[src/rtl/nes_joypad_scan_if.sv]
`default_nettype none
// nes_joypad_scan_if -- pad-side and console-side signals of the dual joypad scanner (rev 1.0)
interface nes_joypad_scan_if;
  logic       o_pad_latch;
  logic       o_pad_clk;
  logic       i_pad1_data;
  logic       i_pad2_data;
  logic [3:0] i_aux_n;
  logic [9:0] o_jp_vec_1p;
  logic [9:0] o_jp_vec_2p;
  logic       o_scan_done;

  modport master (
    output o_pad_latch, o_pad_clk, o_jp_vec_1p, o_jp_vec_2p, o_scan_done,
    input  i_pad1_data, i_pad2_data, i_aux_n
  );

  modport slave (
    input  o_pad_latch, o_pad_clk, o_jp_vec_1p, o_jp_vec_2p, o_scan_done,
    output i_pad1_data, i_pad2_data, i_aux_n
  );
endinterface
`default_nettype wire

[src/rtl/nes_joypad_scan.sv]
`default_nettype none
// nes_joypad_scan -- periodic latch/shift scanner for two NES pads, atomic vector publish (rev 1.0)
module nes_joypad_scan #(
  parameter int unsigned HALF_PER = 6,
  parameter int unsigned SCAN_GAP = 29830
) (
  input  wire logic         i_clk,
  input  wire logic         i_rst,
  input  wire logic         i_scan_en,
  nes_joypad_scan_if.master bus
);

  localparam logic [8:0]  c_LATCH_LAST = 9'(2 * HALF_PER - 1);
  localparam logic [8:0]  c_HALF_LAST  = 9'(HALF_PER - 1);
  localparam logic [19:0] c_GAP_LAST   = 20'(SCAN_GAP - 1);

  typedef enum logic [2:0] {
    S_IDLE     = 3'd0,
    S_LATCH    = 3'd1,
    S_SHIFT_HI = 3'd2,
    S_SHIFT_LO = 3'd3,
    S_DONE     = 3'd4
  } state_t;

  state_t      r_state, w_next;
  logic [8:0]  r_phase;
  logic [2:0]  r_idx;
  logic [19:0] r_gap;
  logic [7:0]  r_sh1, r_sh2, w_sh1_next, w_sh2_next;
  logic        r_p1_m, r_p1_s, r_p2_m, r_p2_s;
  logic [3:0]  r_aux_m, r_aux_s;
  logic        r_latch, r_pclk, r_done;
  logic [9:0]  r_vec1, r_vec2;
  logic        w_phase_last, w_gap_top, w_sample;

  assign w_phase_last = (r_state == S_LATCH) ? (r_phase == c_LATCH_LAST)
                                             : (r_phase == c_HALF_LAST);
  assign w_gap_top    = (r_gap == c_GAP_LAST);
  assign w_sample     = (r_state == S_SHIFT_HI) && w_phase_last;

  always_comb begin
    w_next = r_state;
    case (r_state)
      S_IDLE:     if (w_gap_top && i_scan_en) w_next = S_LATCH;
      S_LATCH:    if (w_phase_last) w_next = S_SHIFT_HI;
      S_SHIFT_HI: if (w_phase_last) w_next = (r_idx == 3'd7) ? S_DONE : S_SHIFT_LO;
      S_SHIFT_LO: if (w_phase_last) w_next = S_SHIFT_HI;
      S_DONE:     w_next = S_IDLE;
      default:    w_next = S_IDLE;
    endcase
  end

  // Shadow bit for the current index is captured on the last high-phase cycle.
  always_comb begin
    w_sh1_next = r_sh1;
    w_sh2_next = r_sh2;
    if (w_sample) begin
      w_sh1_next[r_idx] = ~r_p1_s;
      w_sh2_next[r_idx] = ~r_p2_s;
    end
  end

  always_ff @(posedge i_clk or posedge i_rst) begin
    if (i_rst) begin
      r_p1_m  <= 1'b1;
      r_p1_s  <= 1'b1;
      r_p2_m  <= 1'b1;
      r_p2_s  <= 1'b1;
      r_aux_m <= 4'hF;
      r_aux_s <= 4'hF;
    end else begin
      r_p1_m  <= bus.i_pad1_data;
      r_p1_s  <= r_p1_m;
      r_p2_m  <= bus.i_pad2_data;
      r_p2_s  <= r_p2_m;
      r_aux_m <= bus.i_aux_n;
      r_aux_s <= r_aux_m;
    end
  end

  always_ff @(posedge i_clk or posedge i_rst) begin
    if (i_rst) begin
      r_state <= S_IDLE;
    end else begin
      r_state <= w_next;
    end
  end

  always_ff @(posedge i_clk or posedge i_rst) begin
    if (i_rst) begin
      r_phase <= 9'd0;
      r_idx   <= 3'd0;
      r_gap   <= 20'd0;
      r_sh1   <= 8'h00;
      r_sh2   <= 8'h00;
    end else begin
      if (w_next != r_state || r_state == S_IDLE || r_state == S_DONE)
        r_phase <= 9'd0;
      else
        r_phase <= r_phase + 9'd1;

      if (r_state == S_LATCH)
        r_idx <= 3'd0;
      else if (w_sample && r_idx != 3'd7)
        r_idx <= r_idx + 3'd1;

      // Cleared on entry to DONE so the DONE cycle counts as the first gap cycle.
      if (w_next == S_DONE)
        r_gap <= 20'd0;
      else if ((r_state == S_IDLE || r_state == S_DONE) && !w_gap_top)
        r_gap <= r_gap + 20'd1;

      r_sh1 <= w_sh1_next;
      r_sh2 <= w_sh2_next;
    end
  end

  always_ff @(posedge i_clk or posedge i_rst) begin
    if (i_rst) begin
      r_latch <= 1'b0;
      r_pclk  <= 1'b1;
      r_done  <= 1'b0;
      r_vec1  <= 10'h000;
      r_vec2  <= 10'h000;
    end else begin
      r_latch <= (w_next == S_LATCH);
      r_pclk  <= (w_next != S_SHIFT_LO);
      r_done  <= (w_next == S_DONE);
      if (w_next == S_DONE) begin
        r_vec1 <= {~r_aux_s[1:0], w_sh1_next};
        r_vec2 <= {~r_aux_s[3:2], w_sh2_next};
      end
    end
  end

  assign bus.o_pad_latch = r_latch;
  assign bus.o_pad_clk   = r_pclk;
  assign bus.o_scan_done = r_done;
  assign bus.o_jp_vec_1p = r_vec1;
  assign bus.o_jp_vec_2p = r_vec2;

endmodule
`default_nettype wire

[src/flat_wrapper.sv]
// flat-port wrapper written by rule: the top's interface ports become plain ports
module nes_joypad_scan_flat 
#(
  parameter int unsigned HALF_PER = 6,
  parameter int unsigned SCAN_GAP = 29830
)
  (i_clk, i_rst, i_scan_en, bus_o_pad_latch, bus_o_pad_clk, bus_o_jp_vec_1p, bus_o_jp_vec_2p, bus_o_scan_done, bus_i_pad1_data, bus_i_pad2_data, bus_i_aux_n);
  nes_joypad_scan_if bus_i ();
  input  wire logic i_clk;
  input  wire logic i_rst;
  input  wire logic i_scan_en;
  output wire logic [$bits(bus_i.o_pad_latch)-1:0] bus_o_pad_latch;
  output wire logic [$bits(bus_i.o_pad_clk)-1:0] bus_o_pad_clk;
  output wire logic [$bits(bus_i.o_jp_vec_1p)-1:0] bus_o_jp_vec_1p;
  output wire logic [$bits(bus_i.o_jp_vec_2p)-1:0] bus_o_jp_vec_2p;
  output wire logic [$bits(bus_i.o_scan_done)-1:0] bus_o_scan_done;
  input wire logic [$bits(bus_i.i_pad1_data)-1:0] bus_i_pad1_data;
  input wire logic [$bits(bus_i.i_pad2_data)-1:0] bus_i_pad2_data;
  input wire logic [$bits(bus_i.i_aux_n)-1:0] bus_i_aux_n;
  assign bus_o_pad_latch = bus_i.o_pad_latch;
  assign bus_o_pad_clk = bus_i.o_pad_clk;
  assign bus_o_jp_vec_1p = bus_i.o_jp_vec_1p;
  assign bus_o_jp_vec_2p = bus_i.o_jp_vec_2p;
  assign bus_o_scan_done = bus_i.o_scan_done;
  assign bus_i.i_pad1_data = bus_i_pad1_data;
  assign bus_i.i_pad2_data = bus_i_pad2_data;
  assign bus_i.i_aux_n = bus_i_aux_n;
  nes_joypad_scan #(.HALF_PER(HALF_PER), .SCAN_GAP(SCAN_GAP)) u_core (.i_clk(i_clk), .i_rst(i_rst), .i_scan_en(i_scan_en), .bus(bus_i));
endmodule
[config.mk]
export PLATFORM = sky130hd
export DESIGN_NAME = nes_joypad_scan_flat
export DESIGN_NICKNAME = d
export VERILOG_FILES = /design/src/rtl/nes_joypad_scan_if.sv /design/src/rtl/nes_joypad_scan.sv /design/src/flat_wrapper.sv
export SDC_FILE = /design/constraint.sdc
export NUM_CORES = 1
export LEC_CHECK = 0
export CAP_MARGIN = 20
export CORE_MARGIN = 2
export CORE_UTILIZATION = 60
export CTS_CLUSTER_SIZE = 8
export DETAILED_ROUTE_END_ITERATION = 12
export PLACE_DENSITY = 0.82
export RECOVER_POWER = 50
export SETUP_SLACK_MARGIN = 0.2
export SYNTH_ARGS = -nofsm -noshare
export SYNTH_HDL_FRONTEND = slang
export SYNTH_SLANG_ARGS = --single-unit
[constraint.sdc]
create_clock -name i_clk -period 8.4 [get_ports i_clk]
set_input_delay 2.1 -clock i_clk [delete_from_list [all_inputs] [get_ports i_clk]]
set_output_delay 2.1 -clock i_clk [all_outputs]
set_load 0.02 [all_outputs]
## Word-level counts from Yosys, hierarchy flattened

Index checks and enable logic that the tools add are counted.
W data, S select, Z words.

- Bits in registers: 86
- Bits of input ports: 9
- Output and inout port bits: 23

- Add/subtract/negate cells: 3
- Order comparisons: 2
- Eq/ne operators: 13
- Multiplexer cells: 17
- Bitwise operators: 4
- Reductions and logical operators: 13

Operators with widths:

| cell | count |
|---|---|
| $mux W20 | 2 |
| $add A20 B1 Y20 const B | 1 |
| $eq A20 B15 Y1 const B | 1 |
| $mux W3 | 6 |
| $bwmux W8 | 2 |
| $mux W8 | 2 |
| $add A9 B1 Y9 const B | 1 |
| $eq A3 B3 Y1 const B | 3 |
| $eq A9 B3 Y1 const B | 1 |
| $eq A9 B4 Y1 const B | 1 |
| $mux W9 | 1 |
| $pmux W3 S3 | 1 |
| $eq A3 B1 Y1 const B | 2 |
| $eq A3 B2 Y1 const B | 2 |
| $logic_and A1 B1 Y1 | 5 |
| $lt A3 B4 Y1 const B | 1 |
| $not A2 Y2 | 2 |
| $reduce_bool A2 Y1 | 2 |
| $add A3 B1 Y3 const B | 1 |
| $demux W1 S3 | 1 |
| $ge A3 B1 Y1 const B | 1 |
| $logic_not A3 Y1 | 1 |
| $logic_or A1 B1 Y1 | 3 |
| $ne A3 B2 Y1 const B | 1 |
| other kinds (6) | 8 |

## Depth between registers and ports, before layout

- Word-level depth: 8
- Gate-level depth with buffers: 8

## Least setup slack after synthesis

No wires, ideal clock.

- Path kind: input port to flip-flop
- From: in i_scan_en
- To: reg u_core.r_latch (netlist: u_core.bus.o_pad_latch)
- Arrival: 2.646 ns
- Data required time: 8.282 ns
- Path slack: 5.636 ns
- Cell stages on the path: 3
- Path buffers: 0
- Path through: nor4b_1 -> a211o_2 -> nor2b_1

- Cells in the longest elaborated chain, start to end: 4

RTL lines:

| item | line | RTL |
|---|---|---|
| from (decl) | flat_wrapper.sv:11 | `input wire logic i_scan_en;` |
| $logic_and A1 B1 Y1 | nes_joypad_scan.sv:44 | `S_IDLE: if (w_gap_top && i_scan_en) w_next = S_LATCH;` |
| $mux W3 | nes_joypad_scan.sv:44 |  |
| $pmux W3 S3 | nes_joypad_scan.sv:43 | `case (r_state)` |
| net u_core.w_next[0] | nes_joypad_scan.sv:25 | `state_t r_state, w_next;` |
| $eq A3 B1 Y1 | nes_joypad_scan.sv:126 | `r_latch <= (w_next == S_LATCH);` |
| to (signal assigned) | nes_joypad_scan.sv:126 |  |
| to (decl) | nes_joypad_scan.sv:32 | `logic r_latch, r_pclk, r_done;` |

The timed path passes the listed nets, and every way through them passes these cells.
A chain may end at the register's enable or synchronous reset.

==> impl_metrics.env <==
export IMPL_wire_per_inst_um=16.9
export IMPL_initialDrtViolationCount=181
export IMPL_tns_ns=0
export IMPL_dieArea_um2=7270
export IMPL_drc_errors=0
export IMPL_path_clk_slew_ns=0.09
export IMPL_muxShareOfSynthArea_pct=6.45
export IMPL_postCtsSetupBuffers=0
export IMPL_synthArstFlopShare_pct=100
export IMPL_fmax_mhz=231
export IMPL_postSynthNetCount=346
export IMPL_synth_cells=332
export IMPL_synth_simple_area_share_pct=18.8
export IMPL_clkPwrFrac_pct=39.6
export IMPL_drt_vias_per_instance=5.93
export IMPL_ios=32
export IMPL_clkSinkCount=86
export IMPL_drive_gt1_share_pct=13.8
export IMPL_yosysWarnings=0
export IMPL_violations="max-capacitance violations, max-slew violations"
export IMPL_clock_skew_ns=0.00974
export IMPL_synthXorXnorAreaFrac_pct=4.64
export IMPL_port_buffers=31
export IMPL_synth_top_family_by_area="simple AND/OR/NAND/NOR gates"
export IMPL_reg2reg_depth=4
export IMPL_gp_congestion=0.797
export IMPL_htreeDepth=3
export IMPL_overflow=0
export IMPL_instances_no_fill=440
export IMPL_via_count=2607
export IMPL_synth_enable_flop_cells=0
export IMPL_hold_buffers=0
export IMPL_leakagePower_nw=1.93
export IMPL_critPathMaxFanout=43
export IMPL_start_util_pct=62.4
export IMPL_synth_compound_area_share_pct=10.6
export IMPL_status="complete, but fails checks"
export IMPL_first_pass_iters=4
export IMPL_fp_dieH_um=85.2
export IMPL_worstSetupPathType="primary input to async pin"
export IMPL_rsz0062_at_grt="false"
export IMPL_ys_top_cells_by_area="dfrtp_1, dfstp_2, o41ai_2"
export IMPL_p_int_mw=0.540
export IMPL_hp_start="u_core.r_aux_m[0]$_DFF_PP1_"
export IMPL_synth_seq_cells=86
export IMPL_die_w_um=85.2
export IMPL_ys_top_cells_by_count="dfrtp_1, nor2_1, nand4_1, xor2_1, nand3_1"
export IMPL_p_sw_mw=0.178
export IMPL_worstMarginPinSlew_ns=2.25
export IMPL_synth_area_um2=3960
export IMPL_ant_nets=0
export IMPL_worstSetupStartpointType="primary input"
export IMPL_grt_pass1_wl_um=12500
export IMPL_ys_flop_type="dfrtp_1"
export IMPL_cts_root_buf="clkbuf_8"
export IMPL_grt_start_max_net_pins=87
export IMPL_rows=29
export IMPL_power_per_cell_area_nw_per_um2=165
export IMPL_hpwl_um=4710
export IMPL_synth_top_area_cell="dfrtp_1"
export IMPL_cts_buffer_depth=2
export IMPL_relSlewSlack_pct=-50.1
export IMPL_nNetsFinal=372
export IMPL_track_usage_pct=21.8
export IMPL_whs_path_depth=0
export IMPL_drv_slew=82
export IMPL_ir_drop_v=0.000128
export IMPL_p_sw_share_pct=24.8
export IMPL_antenna_found_initial=0
export IMPL_power_frac_comb_pct=1.7
export IMPL_avgSynthCellArea_um2=11.9
export IMPL_core_um2=6350
export IMPL_required_ns=8.42
export IMPL_r2r_start="u_core.r_state[0]$_DFF_PP0_"
export IMPL_fin_crit_ns=4.32
export IMPL_hold_class="flop to flop"
export IMPL_synthToLayoutAreaGrowth_pct=10.1
export IMPL_ctsResizeCount=0
export IMPL_yosysMostFrequentCell="dfrtp_1"
export IMPL_setup_viol=0
export IMPL_wl_um=7420
export IMPL_endpoint_kind="async pin"
export IMPL_hold_violations=0
export IMPL_drv_cap=2
export IMPL_numCtsBuffers=9
export IMPL_tritoncts="built"
export IMPL_antenna_cells=0
export IMPL_layout_worst_path_cycle_share_pct=51.4
export IMPL_grt_pass1_vias=2685
export IMPL_synth_top_area_share_pct=46.1
export IMPL_dp_cells=423
export IMPL_seq_area_frac_synth_pct=54.8
export IMPL_synth_cell_type_count=56
export IMPL_synth_adder_area_share_pct=1.58
export IMPL_min_to="u_core.r_aux_s[0]$_DFF_PP1_"
export IMPL_clock_latency_ns=0.36
export IMPL_reg2reg_slack_ns=4.89
export IMPL_seq_power_share_pct=58.7
export IMPL_r2r_end="u_core.bus.o_jp_vec_1p[0]$_DFFE_PP0P_"
export IMPL_crit_arrival_ns=4.34
-- worst max-delay path by stage --
stage,from,end,slack [ns],cells after the start
floorplan,i_rst,u_core.bus.o_jp_vec_1p[0]$_DFFE_PP0P_,4.10,1
global placement,i_rst,u_core.r_phase[2]$_DFF_PP0_,4.92,3
detailed placement,i_rst,u_core.r_phase[3]$_DFF_PP0_,4.89,3
CTS,u_core.bus.o_pad_clk$_DFF_PP1_,bus_o_pad_clk,4.81,1
global route,i_rst,u_core.r_phase[5]$_DFF_PP0_,3.61,3
finish,i_rst,u_core.r_phase[6]$_DFF_PP0_,4.08,3
-- power groups by stage --
| stage | clock network (mW) | logic, mW | registers (mW) |
|---|---|---|---|
| 2_1_floorplan | 0 | 0.00774 | 0.427 |
| 3_3_place_gp | 0 | 0.0123 | 0.429 |
| 3_5_place_dp | 0 | 0.0125 | 0.430 |
| 4_1_cts | 0.289 | 0.0125 | 0.422 |
| 5_1_grt | 0.305 | 0.0142 | 0.422 |
| 6_report | 0.285 | 0.0122 | 0.421 |
-- placed cells by master, fill, tap and decap left out, types with 2 or more instances in the layout --
| cell type | count |
|---|---|
| nand2b_1 | 3 |
| xor2_1 | 18 |
| dfstp_2 | 13 |
| clkdlybuf4s50_1 | 24 |
| nor2b_1 | 3 |
| nand2_1 | 14 |
| dlygate4sd3_1 | 7 |
| mux2i_1 | 3 |
| nor4b_1 | 3 |
| a21oi_1 | 6 |
| nor3b_1 | 4 |
| o21ai_1 | 5 |
| clkbuf_8 | 9 |
| nand3_1 | 18 |
| mux2_4 | 2 |
| mux2_1 | 8 |
| nor4bb_1 | 2 |
| ha_1 | 5 |
| xnor2_1 | 3 |
| o41ai_2 | 2 |
| inv_8 | 2 |
| and3b_1 | 3 |
| inv_1 | 7 |
| nor3_1 | 4 |
| and3_1 | 3 |
| nand4_1 | 18 |
| o41ai_1 | 14 |
| dfrtp_1 | 73 |
| o21ai_0 | 14 |
| inv_6 | 2 |
| mux2_2 | 7 |
| or3_1 | 4 |
| nor2_1 | 35 |
| and4_1 | 2 |
-- registers in the layout, summed over array words and instances, names as in the netlist --
signal,flops
u_core.bus.o_jp_vec_1p,10
u_core.bus.o_jp_vec_2p,10
u_core.bus.o_pad_clk,1
u_core.bus.o_pad_latch,1
u_core.bus.o_scan_done,1
u_core.r_aux_m,4
u_core.r_aux_s,4
u_core.r_gap,20
u_core.r_idx,3
u_core.r_p1_m,1
u_core.r_p1_s,1
u_core.r_p2_m,1
u_core.r_p2_s,1
u_core.r_phase,9
u_core.r_sh1,8
u_core.r_sh2,8
u_core.r_state,3
-- routing by layer --
metal | track usage [%] | vias up | wire, um
li1 | - | 1248 | -
met4 | 9.38 | 0 | 102
met1 | 29.8 | 1312 | 3520
met5 | 0 | - | 0
met2 | 34.4 | 36 | 3620
met3 | 3.99 | 11 | 187
-- area by class of cell --
class	instances	area, um^2
clock buffer	9	124
clock inverter	7	71.3
sequential	86	2170
fill	452	1990
tap	77	96.3
timing repair buffer	33	334
inverter	8	31.3
multi-input combinational	220	1540
-- through the flow --
step / area, um^2 / util [%] / setup WS, ns / total power [mW] / hold WS, ns
floorplan: 3960 / - / 4.10 / 0.435 / 0.345
global placement: 4280 / 67.4 / 4.92 / 0.442 / 0.346
detailed placement: 4280 / 67.4 / 4.89 / 0.442 / 0.348
CTS: 4470 / 70.5 / 4.81 / 0.723 / 0.361
global route: 4360 / 68.7 / 3.61 / 0.741 / 0.355
finish: 4360 / 68.7 / 4.08 / 0.718 / 0.360
-- critical path, stage by stage --
cell	delay, ns
dlygate4sd3_1	0.55
clkinvlp_2	0.07
clkbuf_1	1.60
-- logic make-up after synthesis --
kind of cell | after synthesis
AO/OA/AOI/OAI | 47
buffers and inverters | 26
multiplexers | 21
flip-flops | 86
AND/OR/NAND/NOR | 126
adder cells (fa/ha/maj) | 5
XOR/XNOR | 21
Note: power is estimated with default switching activity, not from simulation.
